$ cat src/rtl/instr_decode_stage.sv
// RV32/RV64 decode stage: field split, format classification, immediate generation
// and register-use qualifiers, behind a registered valid/ready skid buffer with flush.
module instr_decode_stage #(
   parameter int XLEN = 32
) (
   input  logic            clk,
   input  logic            rst_n,
   input  logic            flush,
   input  logic            in_valid,
   output logic            in_ready,
   input  logic [31:0]     in_instr,
   input  logic [XLEN-1:0] in_pc,
   output logic            out_valid,
   input  logic            out_ready,
   output logic [XLEN-1:0] out_pc,
   output logic [6:0]      out_opcode,
   output logic [4:0]      out_rd,
   output logic [2:0]      out_func3,
   output logic [4:0]      out_rs1,
   output logic [4:0]      out_rs2,
   output logic [6:0]      out_func7,
   output logic [XLEN-1:0] out_imm,
   output logic [2:0]      out_fmt,
   output logic            out_rd_we,
   output logic            out_rs1_used,
   output logic            out_rs2_used,
   output logic            out_illegal
);

   typedef enum logic [2:0] {
      FMT_R   = 3'd0,
      FMT_I   = 3'd1,
      FMT_S   = 3'd2,
      FMT_B   = 3'd3,
      FMT_U   = 3'd4,
      FMT_J   = 3'd5,
      FMT_ILL = 3'd7
   } fmt_e;

   typedef struct packed {
      logic [XLEN-1:0] pc;
      logic [31:0]     instr;
      logic [XLEN-1:0] imm;
      fmt_e            fmt;
      logic            rd_we;
      logic            rs1_used;
      logic            rs2_used;
      logic            illegal;
   } entry_t;

   fmt_e        dec_fmt;
   logic [31:0] dec_imm32;
   entry_t      dec;

   entry_t m_q, m_d;
   entry_t k_q, k_d;
   logic   m_valid_q, m_valid_d;
   logic   k_valid_q, k_valid_d;

   logic accept;
   logic transfer;

   // NOTE: every signal driven in always_comb gets a default first, otherwise a
   // path that skips the assignment infers a latch.
   always_comb begin
      dec_fmt = FMT_ILL;
      case (in_instr[6:0])
         7'b0110011:                          dec_fmt = FMT_R;
         7'b0010011, 7'b0000011, 7'b1100111,
         7'b1110011, 7'b0001111:              dec_fmt = FMT_I;
         7'b0100011:                          dec_fmt = FMT_S;
         7'b1100011:                          dec_fmt = FMT_B;
         7'b0110111, 7'b0010111:              dec_fmt = FMT_U;
         7'b1101111:                          dec_fmt = FMT_J;
         7'b0111011: if (XLEN == 64)          dec_fmt = FMT_R;
         7'b0011011: if (XLEN == 64)          dec_fmt = FMT_I;
         default:                             dec_fmt = FMT_ILL;
      endcase
   end

   // Immediates are built at 32 bits and then sign-extended to XLEN in one place.
   always_comb begin
      dec_imm32 = '0;
      case (dec_fmt)
         FMT_I:   dec_imm32 = {{20{in_instr[31]}}, in_instr[31:20]};
         FMT_S:   dec_imm32 = {{20{in_instr[31]}}, in_instr[31:25], in_instr[11:7]};
         FMT_B:   dec_imm32 = {{19{in_instr[31]}}, in_instr[31], in_instr[7],
                               in_instr[30:25], in_instr[11:8], 1'b0};
         FMT_U:   dec_imm32 = {in_instr[31:12], 12'b0};
         FMT_J:   dec_imm32 = {{11{in_instr[31]}}, in_instr[31], in_instr[19:12],
                               in_instr[20], in_instr[30:21], 1'b0};
         default: dec_imm32 = '0;
      endcase
   end

   always_comb begin
      dec.pc       = in_pc;
      dec.instr    = in_instr;
      dec.imm      = XLEN'($signed(dec_imm32));
      dec.fmt      = dec_fmt;
      dec.rd_we    = (dec_fmt inside {FMT_R, FMT_I, FMT_U, FMT_J}) && (in_instr[11:7] != 5'd0);
      dec.rs1_used = dec_fmt inside {FMT_R, FMT_I, FMT_S, FMT_B};
      dec.rs2_used = dec_fmt inside {FMT_R, FMT_S, FMT_B};
      dec.illegal  = (dec_fmt == FMT_ILL);
   end

   assign in_ready = ~k_valid_q;
   assign accept   = in_valid && in_ready;
   assign transfer = m_valid_q && out_ready;

   always_comb begin
      m_d       = m_q;
      k_d       = k_q;
      m_valid_d = m_valid_q;
      k_valid_d = k_valid_q;
      if (flush) begin
         m_valid_d = 1'b0;
         k_valid_d = 1'b0;
      end else if (!m_valid_q || transfer) begin
         // K can only be full while M is full, so it always refills M first.
         if (k_valid_q) begin
            m_d       = k_q;
            m_valid_d = 1'b1;
            k_valid_d = 1'b0;
         end else if (accept) begin
            m_d       = dec;
            m_valid_d = 1'b1;
         end else begin
            m_valid_d = 1'b0;
         end
      end else if (accept) begin
         k_d       = dec;
         k_valid_d = 1'b1;
      end
   end

   // NOTE: sequential state uses non-blocking assignments so every register samples
   // pre-edge values regardless of statement order.
   always_ff @(posedge clk or negedge rst_n) begin
      if (!rst_n) begin
         m_valid_q <= 1'b0;
         k_valid_q <= 1'b0;
         // NOTE: the data registers are reset as well because the outputs must read
         // zero during reset, not just be qualified by out_valid.
         m_q       <= '0;
         k_q       <= '0;
      end else begin
         m_valid_q <= m_valid_d;
         k_valid_q <= k_valid_d;
         m_q       <= m_d;
         k_q       <= k_d;
      end
   end

   assign out_valid    = m_valid_q;
   assign out_pc       = m_q.pc;
   assign out_opcode   = m_q.instr[6:0];
   assign out_rd       = m_q.instr[11:7];
   assign out_func3    = m_q.instr[14:12];
   assign out_rs1      = m_q.instr[19:15];
   assign out_rs2      = m_q.instr[24:20];
   assign out_func7    = m_q.instr[31:25];
   assign out_imm      = m_q.imm;
   assign out_fmt      = m_q.fmt;
   assign out_rd_we    = m_q.rd_we;
   assign out_rs1_used = m_q.rs1_used;
   assign out_rs2_used = m_q.rs2_used;
   assign out_illegal  = m_q.illegal;

endmodule

$ cat config.mk
export PLATFORM = sky130hd
export DESIGN_NAME = instr_decode_stage
export DESIGN_NICKNAME = d
export VERILOG_FILES = /design/src/rtl/instr_decode_stage.sv
export SDC_FILE = /design/constraint.sdc
export NUM_CORES = 1
export LEC_CHECK = 0
export ABC_AREA = 0
export CORE_MARGIN = 1.5
export CORE_UTILIZATION = 44
export DETAILED_ROUTE_END_ITERATION = 8
export PLACE_DENSITY = 0.65
export SLEW_MARGIN = 20
export SYNTH_ARGS = -nofsm -noshare
export SYNTH_HDL_FRONTEND = slang
export SYNTH_SLANG_ARGS = --single-unit
export TNS_END_PERCENT = 20
$ cat constraint.sdc
create_clock -name clk -period 3 [get_ports clk]
set_clock_uncertainty 0.2 [all_clocks]
set_input_delay 0.6 -clock clk [delete_from_list [all_inputs] [get_ports clk]]
set_output_delay 0.6 -clock clk [all_outputs]
set_load 0.01 [all_outputs]
; ---- Word-level counts from Yosys, hierarchy flattened
; Cells that the tools add are included.
[totals]
register_bits = 208
in_bits = 69
output_inout_bits = 105
wordCells = 66
[classes]
eq_ne = 17
muxes = 11
bitwise = 3
n_reduce_logical = 17
[op_table]
columns = op, n
row1 = two-way mux 103 bit, 2
row2 = case mux 32 bit (5 select lines), 1
row3 = equality test 7 bit (second input constant), 4
row4 = equality test 7 x 6 -> 1 bit (second input constant), 3
row5 = case mux 3 bit (6 select lines), 1
row6 = equality test 7 x 5 -> 1 bit (second input constant), 2
row7 = equality test 3 bit (second input constant), 3
row8 = nonzero test 4 bit, 2
row9 = equality test 7 x 2 -> 1 bit (second input constant), 1
row10 = equality test 7 x 4 -> 1 bit (second input constant), 1
row11 = two-way mux 1 bit, 7
row12 = equality test 3 x 2 -> 1 bit (second input constant), 2
row13 = AND reduction 3 bit, 2
row14 = nonzero test 3 bit, 2
row15 = nonzero test 5 bit, 1
row16 = OR reduction 5 bit, 1
row17 = nonzero test 2 bit, 2
row18 = equality test 3 x 1 -> 1 bit (second input constant), 1
row19 = logical AND 1 bit, 3
row20 = zero test 3 bit, 1
row21 = NOT 1 bit, 3
row22 = OR reduction 2 bit, 1
row23 = zero test 1 bit, 1
row24 = logical OR 1 bit, 1

; ---- Longest topological paths before layout
; Gate-level depths: netlist of run 1.
[logic_depth]
ltp_word = 8
depth_mapped = 9
ltp_nobuf = 5

; ---- Worst setup path after synthesis of run 1
; OpenSTA, ideal clock, no wires.
[synth_path]
kind = input to register
startpoint = input in_instr[6]
endpoint = register m_q (netlist bit out_imm[21])
setup_ns = 0.087
arrival_ns = 1.926
required_ns = 2.713
setup_slack_ns = 0.786
cell_stages = 7
n_path_buf = 2
path_cell_list = buf_6 nor3b_4 nor3b_2 o41ai_4 a21oi_2 buf_6 a22oi_1
[synth_via]
elab_chain_len = 7
elab_cells_between_ends = 22
classes_between = 16 x eq/ne / 4 x mux / 2 x reduce/logical
[synth_lines]
columns = item, line
row1 = start: declaration, 11  ; input logic [31:0] in_instr,
row2 = equality test 7 x 5 -> 1 bit (tied with other cells), 67  ; case (in_instr[6:0])
row3 = OR reduction 5 bit / OR reduction 2 bit (equally long branches), 67
row4 = case mux 3 bit (6 select lines) (*), 67
row5 = equality test 3 bit (tied with other cells), 84  ; case (dec_fmt)
row6 = case mux 32 bit (5 select lines) (*), 84
row7 = two-way mux 103 bit (*), 125  ; end else if (accept) begin
row8 = two-way mux 103 bit (*), 121  ; if (k_valid_q) begin
row9 = end signal: assignment, 150  ; m_q <= m_d;
row10 = end: declaration, 55  ; entry_t m_q, m_d;
; Mark *: on every way between the ends. The rest lies on a longest branch, timed or not. The select of a mux whose other input is x is not followed.
; A chain may end at the register's enable or synchronous reset.

; ---- Worst setup path after layout of run 1
[layout_path]
startpoint = register k_valid_q
endpoint = output in_ready
[layout_via]
elab_chain_len = 1
[layout_lines]
columns = item, line
row1 = start: declaration, 58  ; logic k_valid_q, k_valid_d;
row2 = start signal: assignment, 149  ; k_valid_q <= k_valid_d;
row3 = NOT 1 bit, 107  ; assign in_ready = ~k_valid_q;
row4 = end: declaration, 10  ; output logic in_ready,
; Every way passes these cells.

==> out/qor.yml, run 1 <==
normalized_max_slew_margin_pct: 44.1
placed_cell_area_mm2: 0.0113
total_grt_usage_pct: 22.9
fmax_mhz: 401
detail_route.first_pass.iterations: 6
numCtsBuffers: 24
num_rows: 52
synth_nets: 1044
synthesis.instances: 975
crit_required_ps: 2200
first_global_vias: 7287
grt_antenna_before_repair: 0
min_delay_path_depth: 2
cp.arrival_ps: 1690
clock_power_share_pct: 39.3
tritoncts_clock_tree: "done"
path_cells: "inv_1, clkdlybuf4s50_1"
preCtsSetupSlack_ps: 28.6
most_instantiated_flip_flop_cell_in_the_synthesis_netlist: "sky130_fd_sc_hd__dfrtp_1"
worstSetupEndpointType: "output pin"
clk_pin_slew_ps: 60
final_layout_setup_total_negative_slack_ps: 0
ir_drop_v: 0.000375
worst_setup_slack_after_layout_ps: 508
io_pins: 174
num_antenna_cells: 0
worst_hold_path_type: "flip-flop to flip-flop"
rsz0062_at_grt: "false"
htree_levels: 1
wire_length_of_the_first_global_routing_pass_um: 39700
worstReg2RegEnd: "out_imm[24]"
average_detailed_routed_wire_length_per_instance_um: 16.9
slowest_cp_cell: "sky130_fd_sc_hd__dfrtp_4"
combinational_fraction_of_design_power_pct: 17.0
place_hpwl_um: 15900
start_kind: "flip-flop"
cts_root_buffer: "sky130_fd_sc_hd__clkbuf_16"
maximum_clock_insertion_buffer_count: 3
numPortBuffers: 173
regToRegStartpoint: "out_valid"
holdPathEnd: "k_q[15]"
synth-edff-count: 0
criticalPathCategory: "flip-flop to output pin"
globalRouteOverflowTotal: 0
yosysTopAreaCellShare_pct: 57.1
ys_ff_latch: 208
sequential_cell_area_fraction_in_the_yosys_report_pct: 57.1
worst_hold_startpoint: "k_q[15]"
wirelength_um: 24200
most_frequent_cells_in_the_layout: "326 x sky130_fd_sc_hd__nand2_1, 207 x sky130_fd_sc_hd__dfrtp_1, 172 x sky130_fd_sc_hd__clkdlybuf4s50_1"
result_of_the_run: "finished clean"
tightestPinTransition_ps: 839
clk_latency_ps: 510
initial_utilization_pct: 44.9
syn-mean-instance-area_um2: 9.36
power.switching_fraction_pct: 25.8
whs_ps: 271
route.detailed.drc: 0
min_period_ps: 2490
postCtsSetupBuffers: 0
core_mm2: 0.0203
die_w_um: 147
die_area_mm2: 0.0216
seqPwrFrac_pct: 43.8
switchingPower_w: 0.00208
initial_detailed_routing_violation_count: 464
postRouteAntennaNets: 0
gp_routability_congestion: 0.867
leakagePower_nw: 5.42
netlist.top_cell.by_area: "sky130_fd_sc_hd__dfrtp_1"
grt_start_max_net_pins: 69
timing_max_transition_violations_final: 0
regToRegSetupSlack_ps: 880
mappedNetlistArea_mm2: 0.00912
layout-area-overhead-vs-synth_pct: 33.6
post_synth_main_area_contributors: "sky130_fd_sc_hd__dfrtp_1 57%, sky130_fd_sc_hd__nand2_1 13%, sky130_fd_sc_hd__mux2i_1 7.1%"
critical_path.max_fanout: 6
most_common_cell_after_layout_fill_and_taps_aside: "sky130_fd_sc_hd__nand2_1"
reg2regPathDepth: 5
stdcell_area_mm2: 0.0122
die_y_um: 147
cell_internal_pwr_w: 0.00601
route.detailed.vias_per_inst: 5.23
numClockSinks: 208
ys_types: 47
finalNetCount: 1212
setup_viol: 0
slowest_delay_ps: 540
route.vias.total: 7485
ys.warnings.count: 0
synthArstFlopShare_pct: 100
drv_cap: 0
drive_gt1_share_pct: 8.10
power_density_mw_per_mm2: 664
final_hold_vio_count: 0
layout_worst_path_cycle_share_pct: 83.1
state kept, by name (all words and copies together) (netlist names):
name          count
out_rs1_used      1
out_imm          32
k_q             103
out_illegal       1
out_func7         7
out_pc           32
out_func3         3
out_rd            5
out_rs2_used      1
out_rs1           5
out_rs2           5
k_valid_q         1
out_valid         1
out_fmt           3
out_opcode        7
out_rd_we         1
repair_timing:
item                       4_1_cts  5_1_grt
resized for setup                0        0
hold buffers                     1        0
setup endpoints to repair        0        0
hold endpoints to repair        65        0
per-layer routing:
layer | GRT usage (%) | vias to the layer above | wire length [um]
li1 | - | 3615 | -
met1 | 33.5 | 3572 | 11000
met2 | 35.6 | 263 | 11100
met3 | 3.70 | 35 | 1630
met4 | 5.75 | 0 | 478
met5 | 0 | - | 0
kinds of logic (layout without fill, tap and decap cells):
logic type	Yosys count	count (layout)	synth area share, %
compound gates	224	224	14.0
simple gates	405	405	18.1
mux	67	67	7.38
flops	208	208	57.1
buf+inv	71	256	3.47
power groups by stage:
stage          logic, W  registers [W]  clock network [W]
3_5_place_dp    0.00139        0.00359                  0
3_3_place_gp    0.00135        0.00357                  0
4_1_cts         0.00140        0.00355            0.00324
5_1_grt         0.00154        0.00360            0.00336
6_report        0.00138        0.00354            0.00318
2_1_floorplan  0.000539        0.00363                  0
stage by stage:
| step | power (W) | utilization [%] | cells |
|---|---|---|---|
| after CTS | 0.00818 | 60.0 | 1430 |
| final | 0.00810 | 60.0 | 1430 |
| after floorplan | 0.00417 | - | 975 |
| after global routing | 0.00850 | 60.0 | 1430 |
| after detailed placement | 0.00497 | 55.7 | 1386 |
| after global placement | 0.00493 | 55.7 | 1386 |
area by class of cell:
| class | instances | area, um^2 |
|---|---|---|
| clock buffers | 31 | 678 |
| clock inverters | 12 | 191 |
| fillers | 1793 | 8110 |
| inverters | 2 | 7.51 |
| multi-input cells | 696 | 3630 |
| flip-flops and latches | 208 | 5210 |
| well taps | 270 | 338 |
| repair buffers | 211 | 2140 |
synthesized netlist by cell type, drive strengths merged (2+ instances only):
library cell  number
a21o               4
a21oi             41
a221o              2
a22oi             15
a31oi             14
a32oi              2
and2               3
and3              12
buf               20
clkbuf            49
dfrtp            208
inv                2
mux2               2
mux2i             65
nand2            326
nand2b             4
nand3              3
nor2              41
nor2b              3
nor3               3
nor3b              3
o21a               2
o21ai            127
o21bai             2
o22ai              7
o31ai              3
o41ai              2
critical path: cells and delay by family (launching register included):
kind                   cells  cell delay (ps)
buffers and inverters      2              650
DFF                        1              540
worst max path at each step:
stage           startpoint          end  slack (ps)  cells past startpoint
6_report         k_valid_q     in_ready         510                      2
5_1_grt        in_instr[2]       k_q[8]         360                      7
4_1_cts          k_valid_q     in_ready         480                      2
3_5_place_dp   in_instr[5]  out_imm[25]          30                      6
3_3_place_gp   in_instr[5]  out_imm[26]          80                      6
2_1_floorplan  in_instr[6]  out_imm[21]         790                      7
Note: power is estimated with default switching activity, not from simulation.
==> run 2, diff against run 1 <==
--- a/config.mk
+++ b/config.mk
@@ -9,7 +9,7 @@
 export CORE_MARGIN = 1.5
 export CORE_UTILIZATION = 44
 export DETAILED_ROUTE_END_ITERATION = 8
-export PLACE_DENSITY = 0.65
+export PLACE_DENSITY = 0.68
 export SLEW_MARGIN = 20
 export SYNTH_ARGS = -nofsm -noshare
 export SYNTH_HDL_FRONTEND = slang
==> constraint.sdc (replaced) <==
create_clock -name clk -period 2.2 [get_ports clk]
set_clock_uncertainty 0.2 [all_clocks]
set_input_delay 0.44 -clock clk [delete_from_list [all_inputs] [get_ports clk]]
set_output_delay 0.44 -clock clk [all_outputs]
set_load 0.01 [all_outputs]
==> out/qor.yml, run 2 (synthesis results as in run 1) <==
result_of_the_run: "finished clean"
regToRegSetupSlack_ps: 190
grt_start_max_net_pins: 80
clk_latency_ps: 500
most_frequent_cells_in_the_layout: "326 x sky130_fd_sc_hd__nand2_1, 207 x sky130_fd_sc_hd__dfrtp_1, 170 x sky130_fd_sc_hd__clkdlybuf4s50_1"
rsz0062_at_grt: "true"
timing.critical_path.buf_inv: 3
globalRouteOverflowTotal: 0
whs_ps: 177
final_cells: 1462
drive_gt1_share_pct: 11.0
num_rows: 52
normalized_max_slew_margin_pct: 54.0
route.vias.total: 7616
postRouteAntennaNets: 0
numCtsBuffers: 23
layout_worst_path_cycle_share_pct: 96.1
power_density_mw_per_mm2: 849
final_hold_vio_count: 0
tightestPinTransition_ps: 689
drv_cap: 0
cp.arrival_ps: 2330
cts_root_buffer: "sky130_fd_sc_hd__clkbuf_16"
finalNetCount: 1247
start_kind: "primary input"
grt_antenna_before_repair: 0
average_detailed_routed_wire_length_per_instance_um: 16.8
route.detailed.drc: 0
tritoncts_clock_tree: "done"
reg2regPathDepth: 6
cell_count_after_placement: 1420
numPortBuffers: 173
timing_max_transition_violations_final: 0
ir_drop_v: 0.000527
numClockSinks: 208
most_common_cell_after_layout_fill_and_taps_aside: "sky130_fd_sc_hd__nand2_1"
slowest_delay_ps: 590
io_pins: 174
slowest_cp_cell: "sky130_fd_sc_hd__clkdlybuf4s50_1"
path_cells: "clkdlybuf4s50_1, nor3b_4, nor3b_2, o41ai_4, buf_4, buf_4, nand2_1, o21ai_0"
num_antenna_cells: 0
clk_pin_slew_ps: 60
die_w_um: 147
crit_required_ps: 2420
worst_hold_path_type: "primary input to async pin"
largest_reg_flops: 103
min_period_ps: 2110
wirelength_um: 24500
die_y_um: 147
initial_detailed_routing_violation_count: 468
initial_utilization_pct: 44.9
place_hpwl_um: 16200
setup_viol: 0
worstSetupEndpointType: "flip-flop"
regToRegStartpoint: "out_valid"
route.detailed.vias_per_inst: 5.21
first_global_vias: 7648
layout-area-overhead-vs-synth_pct: 36.8
wire_length_of_the_first_global_routing_pass_um: 40300
critPathMostFrequentCell: "sky130_fd_sc_hd__buf_4"
detail_route.first_pass.iterations: 5
fmax_mhz: 473
maximum_clock_insertion_buffer_count: 3
criticalPathCategory: "primary input to flip-flop"
leakagePower_nw: 5.59
worstReg2RegEnd: "k_q[2]"
reg_with_most_ffs: "k_q"
htree_levels: 1
die_area_mm2: 0.0216
total_grt_usage_pct: 23.1
core_mm2: 0.0203
critical_path.max_fanout: 6
cpLargestDelayFamily: "buffers and inverters"
gp_routability_congestion: 0.885
## run 2: cell types whose count changed in the layout (fill, tap and decap cells not counted), sizes merged, moves of 2 or more
cell / previous run / this run
buf: 37 / 73
bufinv: 5 / 2
clkdlybuf4s50: 172 / 170
clkinv: 6 / 4
clkinvlp: 1 / 3
## run 2: worst max-delay path by stage
| stage | to | slack [ps] | startpoint | cells after the start |
|---|---|---|---|---|
| 2_1_floorplan | out_imm[21] | 150 | in_instr[6] | 7 |
| 3_3_place_gp | out_imm[28] | -480 | in_instr[5] | 8 |
| 3_5_place_dp | k_q[19] | -510 | in_instr[6] | 7 |
| 4_1_cts | out_imm[20] | 20 | in_instr[5] | 7 |
| 5_1_grt | out_rd_we | -30 | in_instr[3] | 8 |
| 6_report | k_q[13] | 90 | in_instr[3] | 8 |
## run 2: worst register-to-register path, stage by stage (launching register included)
cell	delay (ps)
sky130_fd_sc_hd__dfrtp_1	380
sky130_fd_sc_hd__nor2b_1	160
sky130_fd_sc_hd__buf_4	160
sky130_fd_sc_hd__nand3_4	90
sky130_fd_sc_hd__buf_4	580
sky130_fd_sc_hd__nor2_1	150
sky130_fd_sc_hd__a21o_1	180
## run 2: per-stage QoR
stage / total power (W) / instance area, um^2 / util [%] / worst slack [ps] / TNS [ps]
after global placement: 0.00678 / 11700 / 57.5 / -476 / -35320
after floorplan: 0.00568 / 9120 / - / 146 / 0
after detailed placement: 0.00685 / 11700 / 57.5 / -511 / -38200
after CTS: 0.0107 / 12400 / 61.2 / 23.2 / 0
final: 0.0106 / 12500 / 61.5 / 85.9 / 0
after global routing: 0.0111 / 12500 / 61.5 / -26.1 / -33.5
## run 2: report_power, final
part / internal, W / total, W / leakage, nW / switching (W)
Sequential: 0.00448 / 0.00483 / 2.63 / 0.000353
Clock: 0.00228 / 0.00381 / 0.361 / 0.00153
Combinational: 0.00102 / 0.00195 / 2.60 / 0.000935
## run 2: layer usage
layer  track usage [%]  vias up  part of all wire, %
met5                 0        -                    0
met4              6.70        0                  2.4
met3              2.98       37                  5.3
met2              37.7      207                   46
met1              32.5     3686                   46
li1                  -     3686                    -
## run 2: what timing repair did
action,4_1_cts,5_1_grt
gates resized for setup,3,8
cloned,0,0
hold buffers,1,0
hold endpoints to repair,208,0
endpoints found under the setup margin,5,27
setup buffers,0,2
pin swaps,0,2
## run 2: cell type report
class	instances	area [um^2]
Fill cell	1735	7830
Inverter	2	11.3
Tap cell	270	338
Multi-Input combinational cell	696	3660
Timing Repair Buffer	247	2520
Sequential cell	208	5210
Clock inverter	8	95.1
Clock buffer	31	646
